--- src/rtl/data_mem_arbiter.sv ---
// rtl/data_mem_arbiter.sv - data memory port A arbiter between the CPU memory stage and a DMA master
//
// Ports:
//   clk, rst                     clock, asynchronous active-low reset
//   cpu_req/we/addr/wdata        CPU access request (one access per cycle)
//   cpu_stall                    CPU request lost arbitration; pipeline holds
//   cpu_rdata/cpu_rvalid         CPU read return, one cycle after grant
//   dma_req/lock/we/addr/wdata   DMA access request; lock keeps the port across beats
//   dma_gnt                      DMA beat accepted this cycle
//   dma_rdata/dma_rvalid         DMA read return, one cycle after grant
//   mem_we/mem_addr/mem_wdata    dataMemory port A controls
//   mem_q                        dataMemory port A registered read data

module data_mem_arbiter #(
    parameter int ADDR_W    = 19,
    parameter int DATA_W    = 24,
    parameter int MAX_WAIT  = 4,
    parameter int MAX_BURST = 8
) (
    input  logic              clk,
    input  logic              rst,
    input  logic              cpu_req,
    input  logic              cpu_we,
    input  logic [ADDR_W-1:0] cpu_addr,
    input  logic [DATA_W-1:0] cpu_wdata,
    output logic              cpu_stall,
    output logic [DATA_W-1:0] cpu_rdata,
    output logic              cpu_rvalid,
    input  logic              dma_req,
    input  logic              dma_lock,
    input  logic              dma_we,
    input  logic [ADDR_W-1:0] dma_addr,
    input  logic [DATA_W-1:0] dma_wdata,
    output logic              dma_gnt,
    output logic [DATA_W-1:0] dma_rdata,
    output logic              dma_rvalid,
    output logic              mem_we,
    output logic [ADDR_W-1:0] mem_addr,
    output logic [DATA_W-1:0] mem_wdata,
    input  logic [DATA_W-1:0] mem_q
);

    localparam int WAIT_W  = $clog2(MAX_WAIT + 1);
    localparam int BURST_W = $clog2(MAX_BURST + 1);
    localparam logic [WAIT_W-1:0]  WAIT_LIM  = WAIT_W'(MAX_WAIT);
    localparam logic [BURST_W-1:0] BURST_LIM = BURST_W'(MAX_BURST);

    typedef enum logic [1:0] {IDLE, CPU_OWN, DMA_OWN} arbState_t;
    typedef enum logic [1:0] {RD_NONE, RD_CPU, RD_DMA} rdOwner_t;

    arbState_t            state, stateNext;
    rdOwner_t             rdOwner, rdOwnerNext;
    logic [WAIT_W-1:0]    waitCnt, waitNext;
    logic [BURST_W-1:0]   burstCnt, burstNext;
    logic [ADDR_W-1:0]    lastAddr;
    logic                 cpuGrant, dmaGrant;
    logic                 burstPreempt;

    // Grant decision. Grants are forced low while reset is asserted so every
    // combinational output is quiet during reset, not just the registered ones.
    always_comb begin
        cpuGrant = 1'b0;
        dmaGrant = 1'b0;
        if (rst) begin
            if (cpu_req && dma_req) begin
                if (state == DMA_OWN) begin
                    dmaGrant = (burstCnt != BURST_LIM);
                end else begin
                    dmaGrant = (waitCnt == WAIT_LIM);
                end
                cpuGrant = ~dmaGrant;
            end else begin
                cpuGrant = cpu_req;
                dmaGrant = dma_req;
            end
        end
    end

    // A CPU slot stolen from a still-locked DMA burst is a single cycle: the
    // port stays DMA_OWN so the burst resumes right after it.
    assign burstPreempt = (state == DMA_OWN) && cpuGrant && dma_req && dma_lock;

    always_comb begin
        stateNext = IDLE;
        if (dmaGrant && dma_lock) begin
            stateNext = DMA_OWN;
        end else if (burstPreempt) begin
            stateNext = DMA_OWN;
        end else if (cpuGrant) begin
            stateNext = CPU_OWN;
        end

        waitNext = '0;
        if (dma_req && !dmaGrant) begin
            waitNext = (waitCnt == WAIT_LIM) ? WAIT_LIM : waitCnt + 1'b1;
        end

        // Only locked DMA beats keep counting; any CPU grant or leaving the
        // locked burst starts the count over.
        burstNext = '0;
        if (dmaGrant && dma_lock) begin
            burstNext = (burstCnt == BURST_LIM) ? BURST_LIM : burstCnt + 1'b1;
        end

        rdOwnerNext = RD_NONE;
        if (cpuGrant && !cpu_we) begin
            rdOwnerNext = RD_CPU;
        end else if (dmaGrant && !dma_we) begin
            rdOwnerNext = RD_DMA;
        end
    end

    always_ff @(posedge clk or negedge rst) begin
        if (!rst) begin
            state    <= IDLE;
            waitCnt  <= '0;
            burstCnt <= '0;
            rdOwner  <= RD_NONE;
            lastAddr <= '0;
        end else begin
            state    <= stateNext;
            waitCnt  <= waitNext;
            burstCnt <= burstNext;
            rdOwner  <= rdOwnerNext;
            if (cpuGrant || dmaGrant) begin
                lastAddr <= mem_addr;
            end
        end
    end

    // Port A mux; the address holds when idle to avoid needless toggling.
    always_comb begin
        mem_we    = 1'b0;
        mem_addr  = lastAddr;
        mem_wdata = '0;
        if (cpuGrant) begin
            mem_we    = cpu_we;
            mem_addr  = cpu_addr;
            mem_wdata = cpu_wdata;
        end else if (dmaGrant) begin
            mem_we    = dma_we;
            mem_addr  = dma_addr;
            mem_wdata = dma_wdata;
        end
    end

    assign cpu_stall  = rst & cpu_req & ~cpuGrant;
    assign dma_gnt    = dmaGrant;
    assign cpu_rvalid = (rdOwner == RD_CPU);
    assign dma_rvalid = (rdOwner == RD_DMA);
    assign cpu_rdata  = cpu_rvalid ? mem_q : '0;
    assign dma_rdata  = dma_rvalid ? mem_q : '0;

endmodule

--- config.mk ---
export PLATFORM = sky130hd
export DESIGN_NAME = data_mem_arbiter
export DESIGN_NICKNAME = d
export VERILOG_FILES = /design/src/rtl/data_mem_arbiter.sv
export SDC_FILE = /design/constraint.sdc
export NUM_CORES = 1
export LEC_CHECK = 0
export CAP_MARGIN = 25
export CORE_UTILIZATION = 33
export DETAILED_ROUTE_END_ITERATION = 10
export PLACE_DENSITY = 0.88
export SLEW_MARGIN = 25
export SYNTH_ARGS = -nofsm -noshare
export SYNTH_HDL_FRONTEND = slang
export SYNTH_SLANG_ARGS = --single-unit
--- constraint.sdc ---
create_clock -name clk -period 2.97 [get_ports clk]
set_input_delay 0.4455 -clock clk [delete_from_list [all_inputs] [get_ports clk]]
set_output_delay 0.4455 -clock clk [all_outputs]
set_load 0.02 [all_outputs]
==> Word level (Yosys, flattened, before mapping) <==
Index checks and enable logic that the tools add are counted.
{ "op_classes": {"n_mux": 24, "add_sub_neg": 2, "reduce_logical": 12, "bitwise_logic": 4, "eq_ne": 6} }
{ "ops": {"columns": ["operator", "n"], "rows": [
  ["24-bit two-way mux", 4],
  ["19-bit two-way mux", 2],
  ["1-bit two-way mux", 10],
  ["1-bit logical AND", 8],
  ["2-bit two-way mux", 4],
  ["4-bit two-way mux", 2],
  ["3-bit two-way mux", 2],
  ["4-bit by 1-bit adder with 4-bit output, second input constant", 1],
  ["2-bit == test, second input constant", 2],
  ["4-bit == test, second input constant", 1],
  ["4-bit != test, second input constant", 1],
  ["3-bit by 1-bit adder with 3-bit output, second input constant", 1],
  ["3-bit == test, second input constant", 1],
  ["1-bit zero test", 3],
  ["1-bit bitwise AND", 2],
  ["2-bit by 1-bit == test with 1-bit output, second input constant", 1],
  ["1-bit NOT", 2],
  ["1-bit logical OR", 1]
]} }
{ "totals": {"wordCells": 53, "output_inout_bits": 96, "ff_bits": 30, "in_bits": 117} }

==> Logic depth before layout (Yosys ltp) <==
{ "depth": {"word_depth": 12, "mapped_depth": 7, "mapped_depth_nobuf": 6} }

==> Worst setup path after synthesis <==
No wires, ideal clock.
{ "synth_timing": {"path_type": "reg-to-output", "startpoint": "register burstCnt[0]", "endpoint": "output port mem_wdata[21]", "n_path_buf": 1, "required_time_ns": 2.525, "setup_slack_ns": 0.714, "t_arrival_ns": 1.811, "path_stages_with_launch": 8, "cell_sequence": "dfrtp_1 -> inv_1 -> ha_1 -> and3b_1 -> mux2_2 -> a21oi_2 -> buf_2 -> a22o_1"} }
{ "synth_between": {"elab_chain_len": 8, "elab_cells_between_ends": 11, "cone_classes": "1 x eq/ne; 9 x mux; 1 x bitwise"} }
{ "synth_lines": {"columns": ["item", "line", "text"], "rows": [
  ["start, declared", "54", "logic [BURST_W-1:0] burstCnt, burstNext;"],
  ["start signal, assigned", "123", "burstCnt <= burstNext;"],
  ["4-bit != test", "67", "dmaGrant = (burstCnt != BURST_LIM);"],
  ["1-bit two-way mux", "66", "if (state == DMA_OWN) begin"],
  ["1-bit two-way mux", "65", "if (cpu_req && dma_req) begin"],
  ["1-bit two-way mux", "64", "if (rst) begin"],
  ["1-bit two-way mux", "65", null],
  ["1-bit two-way mux", "64", null],
  ["via dma_gnt", "34", "output logic dma_gnt,"],
  ["24-bit two-way mux", "140", "end else if (dmaGrant) begin"],
  ["24-bit two-way mux", "136", "if (cpuGrant) begin"],
  ["end, declared", "39", "output logic [DATA_W-1:0] mem_wdata,"]
]} }
The timed path passes the listed nets, and every way through them passes these cells. The select of a mux whose other input is x is not followed.

==> Worst setup path in the final report <==
{ "layout_timing": {"startpoint": "register burstCnt[0]", "endpoint": "output port mem_wdata[5]"} }
{ "layout_between": {"elab_chain_len": 8, "elab_cells_between_ends": 11, "cone_classes": "1 x eq/ne; 9 x mux; 1 x bitwise"} }
{ "layout_lines": {"columns": ["item", "line"], "rows": [
  ["4-bit != test (*)", "67"],
  ["1-bit two-way mux (*)", "66"],
  ["1-bit two-way mux (*)", "65"],
  ["1-bit two-way mux (*)", "64"],
  ["1-bit two-way mux or 1-bit NOT (tied branches)", "65, 71"],
  ["1-bit two-way mux (on tied branches)", "64, 65"],
  ["24-bit two-way mux or 1-bit two-way mux (tied branches)", "140, 64"],
  ["24-bit two-way mux (*)", "136"]
]} }
Every way passes the cells marked *; elsewhere a longest branch is shown, timed or not. The select of a mux whose other input is x is not followed.

==> metrics.yaml <==
sta:
  layout_min_cycle_time_ns: 2.89
  rsz0062_at_grt: "no"
  setup_viol: 0
  relSlewSlack: 0.737
  tns_ns: 0
  max_freq_ghz: 0.345
  max_slew.worst_pin.slew_ns: 0.385
  hold_viol: 0
  maxSlewViolCount: 0
  fin_crit_sh: 0.975
  clock_skew_ns: 0.00960
clock_network:
  worstSkewPairLatency_ns: 0.28
  cts_tree: "yes"
  cts_sinks: 30
  cts_root_buf: "clkbuf_8"
  hold_buffers: 0
  path_clk_slew_ns: 0.06
  clk_path_buf_depth: 2
  cts_buffers: 5
  htreeDepth: 2
cells_and_area:
  drive_above_1_share: 0.0809
  areaGrowthSynthToFinish_pct: 110
  fin_nets: 565
  insertedDiodeCount: 0
  fin_area_um2: 4550
global_routing:
  first_global_vias: 2839
  grt_max_degree: 26
  antenna_found_initial: 0
  overflow: 0
  track_usage: 0.249
  grt_first_pass_wirelength_mm: 13.5
synth:
  syn_nets: 350
  synth_edf_count: 0
  synthAdderAreaFrac: 0.0231
  synth-seq-area-share: 0.346
  synth-compound-area-share: 0.307
  synthXorXnorAreaFrac: 0.00807
  muxShareOfSynthArea: 0.00980
  yosys_warnings: 0
  synth_most_common_cell: "and2_1"
  synthFlopType: "dfrtp_1"
  synthArstFlopShare: 1.00
  synth_top_family_by_area: "compound AO/OA/AOI/OAI gates"
  synth_cells: 229
  synthTopCellsByCount: "and2_1 (66), a221o_1 (36), dfrtp_1 (30), a22o_1 (25)"
  yosys.area_share.simple: 0.258
  syn-cell-area_um2: 2170
  synth_cell_type_count: 28
  synth.top_cell.area_share: 0.346
  ys_top_cells_by_area: "dfrtp_1 (35%), and2_1 (19%), a221o_1 (17%), a22o_1 (10%), buf_2 (2.3%)"
  synth_seq_cells: 30
  syn_area_per_cell_um2: 9.47
  synth_area_leader_cell: "dfrtp_1"
detailed_routing:
  drt_iter0_drc: 133
  wl_per_cell_um: 16.5
  ant_nets: 0
  dr.pass1.iters: 4
  vias: 2762
  drc: 0
  drt-vias-per-instance: 5.29
  finalWirelength_mm: 8.62
die:
  die-area_um2: 6900
  initial_core_util: 0.342
  design.core.area_um2: 6350
  io_pins: 213
  die_width_um: 83.1
  die_h_um: 83.1
  std_cell_rows: 29
min_path:
  worstHoldStart: "burstCnt[0]"
  worstHoldPathType: "flop to flop"
  whs_path_depth: 1
  holdPathEnd: "burstCnt[0]"
placed_design:
  post-dp-hpwl_mm: 7.05
  placedInstanceArea_um2: 4480
  gp_congestion: 0.803
  io_buffers: 212
setup_path:
  path_buf_inv: 3
  start_kind: "flop"
  arrival_ns: 2.45
  cp_cell_sequence: "inv_1, ha_1, and3b_1, mux2_2, a21oi_4, bufbuf_16, a22o_1, clkdlybuf4s15_1"
  crit_family: "buffers and inverters"
  rr_endpoint: "lastAddr[4]"
  worstPathRequired_ns: 2.52
  critPathKind: "flop to primary output"
  r2r_cells: 7
  cp_slowest_cell: "dfrtp_1"
  cp_max_fo: 21
  r2r_start: "burstCnt[0]"
  reg2reg_setup_slack_ns: 1.03
  cpPeakStageDelay_ns: 0.39
  worst_setup_path_end_kind: "primary output"
status:
  status: "finished, final reports clean"
power_and_ir_drop:
  p_leak_nw: 2.01
  power_density_nw_per_um2: 314
  ir_drop_v: 0.000225
flow_run:
  drv_cap: 0
==> timing repair <==
action | 4_1_cts | 5_1_grt
setup buffers | 1 | 0
pin swaps | 1 | 0
endpoints found under the setup margin | 45 | 21
gates resized for setup | 44 | 30
gates cloned | 1 | 0
==> cell type report <==
cell class | count | area (µm²)
Clock buffer | 6 | 82.6
Clock inverter | 2 | 12.5
Fill cell | 515 | 1800
Inverter | 4 | 15.0
Multi-Input combinational cell | 175 | 1330
Sequential cell | 30 | 751
Tap cell | 77 | 96.3
Timing Repair Buffer | 228 | 2260
==> cells in the final DEF, fill, tap and decap left out, drive strengths merged, types with 3 or more instances in the layout <==
master / instances
nor2b: 5
nand3: 4
clkdlybuf4s50: 167
ha: 4
a21oi: 3
and3: 3
buf: 15
nand2: 7
nor2: 6
dfrtp: 30
a221o: 36
a22o: 25
and2: 66
clkdlybuf4s15: 11
inv: 4
clkbuf: 15
dlygate4sd2: 24
==> power by group <==
group / total (mW) / internal [mW] / switching, mW
registers: 0.463 / 0.450 / 0.0131
clock network: 0.350 / 0.186 / 0.164
logic: 0.613 / 0.340 / 0.272
==> cells by family (layout without fill, tap and decap cells) <==
kind of cell	Yosys count	count (layout)
AND/OR/NAND/NOR	95	95
AO/OA/AOI/OAI	72	72
XOR/XNOR	2	2
adder cells (fa/ha/maj)	4	4
flip-flops	30	30
multiplexers	2	2
buffers and inverters	24	240
==> worst max-delay path by stage <==
stage / start / to / slack (ns) / cells after the start
3_3_place_gp: cpu_req / mem_addr[1] / 0.09 / 7
2_1_floorplan: burstCnt[0] / mem_wdata[21] / 0.71 / 7
3_5_place_dp: cpu_req / mem_addr[0] / 0.05 / 7
5_1_grt: burstCnt[0] / mem_addr[16] / 0.001 / 9
4_1_cts: burstCnt[0] / mem_wdata[0] / 0.03 / 8
6_report: burstCnt[0] / mem_wdata[5] / 0.08 / 8
==> registers in the layout, indices dropped and copies added, names as in the netlist <==
name,flops
waitCnt,3
burstCnt,4
rdOwner,2
lastAddr,19
state,2
==> stage by stage <==
stage	util	instances	worst slack [ns]	total power [mW]	hold WS, ns
global route	0.716	522	0.00114	1.49	0.533
global placement	0.706	512	0.0876	1.11	0.494
floorplan	-	229	0.714	0.742	0.150
finish	0.716	522	0.0756	1.43	0.521
detailed placement	0.706	512	0.0522	1.12	0.510
CTS	0.719	522	0.0273	1.43	0.519
==> layer usage <==
metal	vias to the layer above	part of all wire	global-route usage
met5	-	0	0
met4	0	0.028	0.0893
met3	19	0.077	0.0656
met2	169	0.56	0.511
met1	1277	0.33	0.230
li1	1297	-	-
Note: power is estimated with default switching activity, not from simulation.
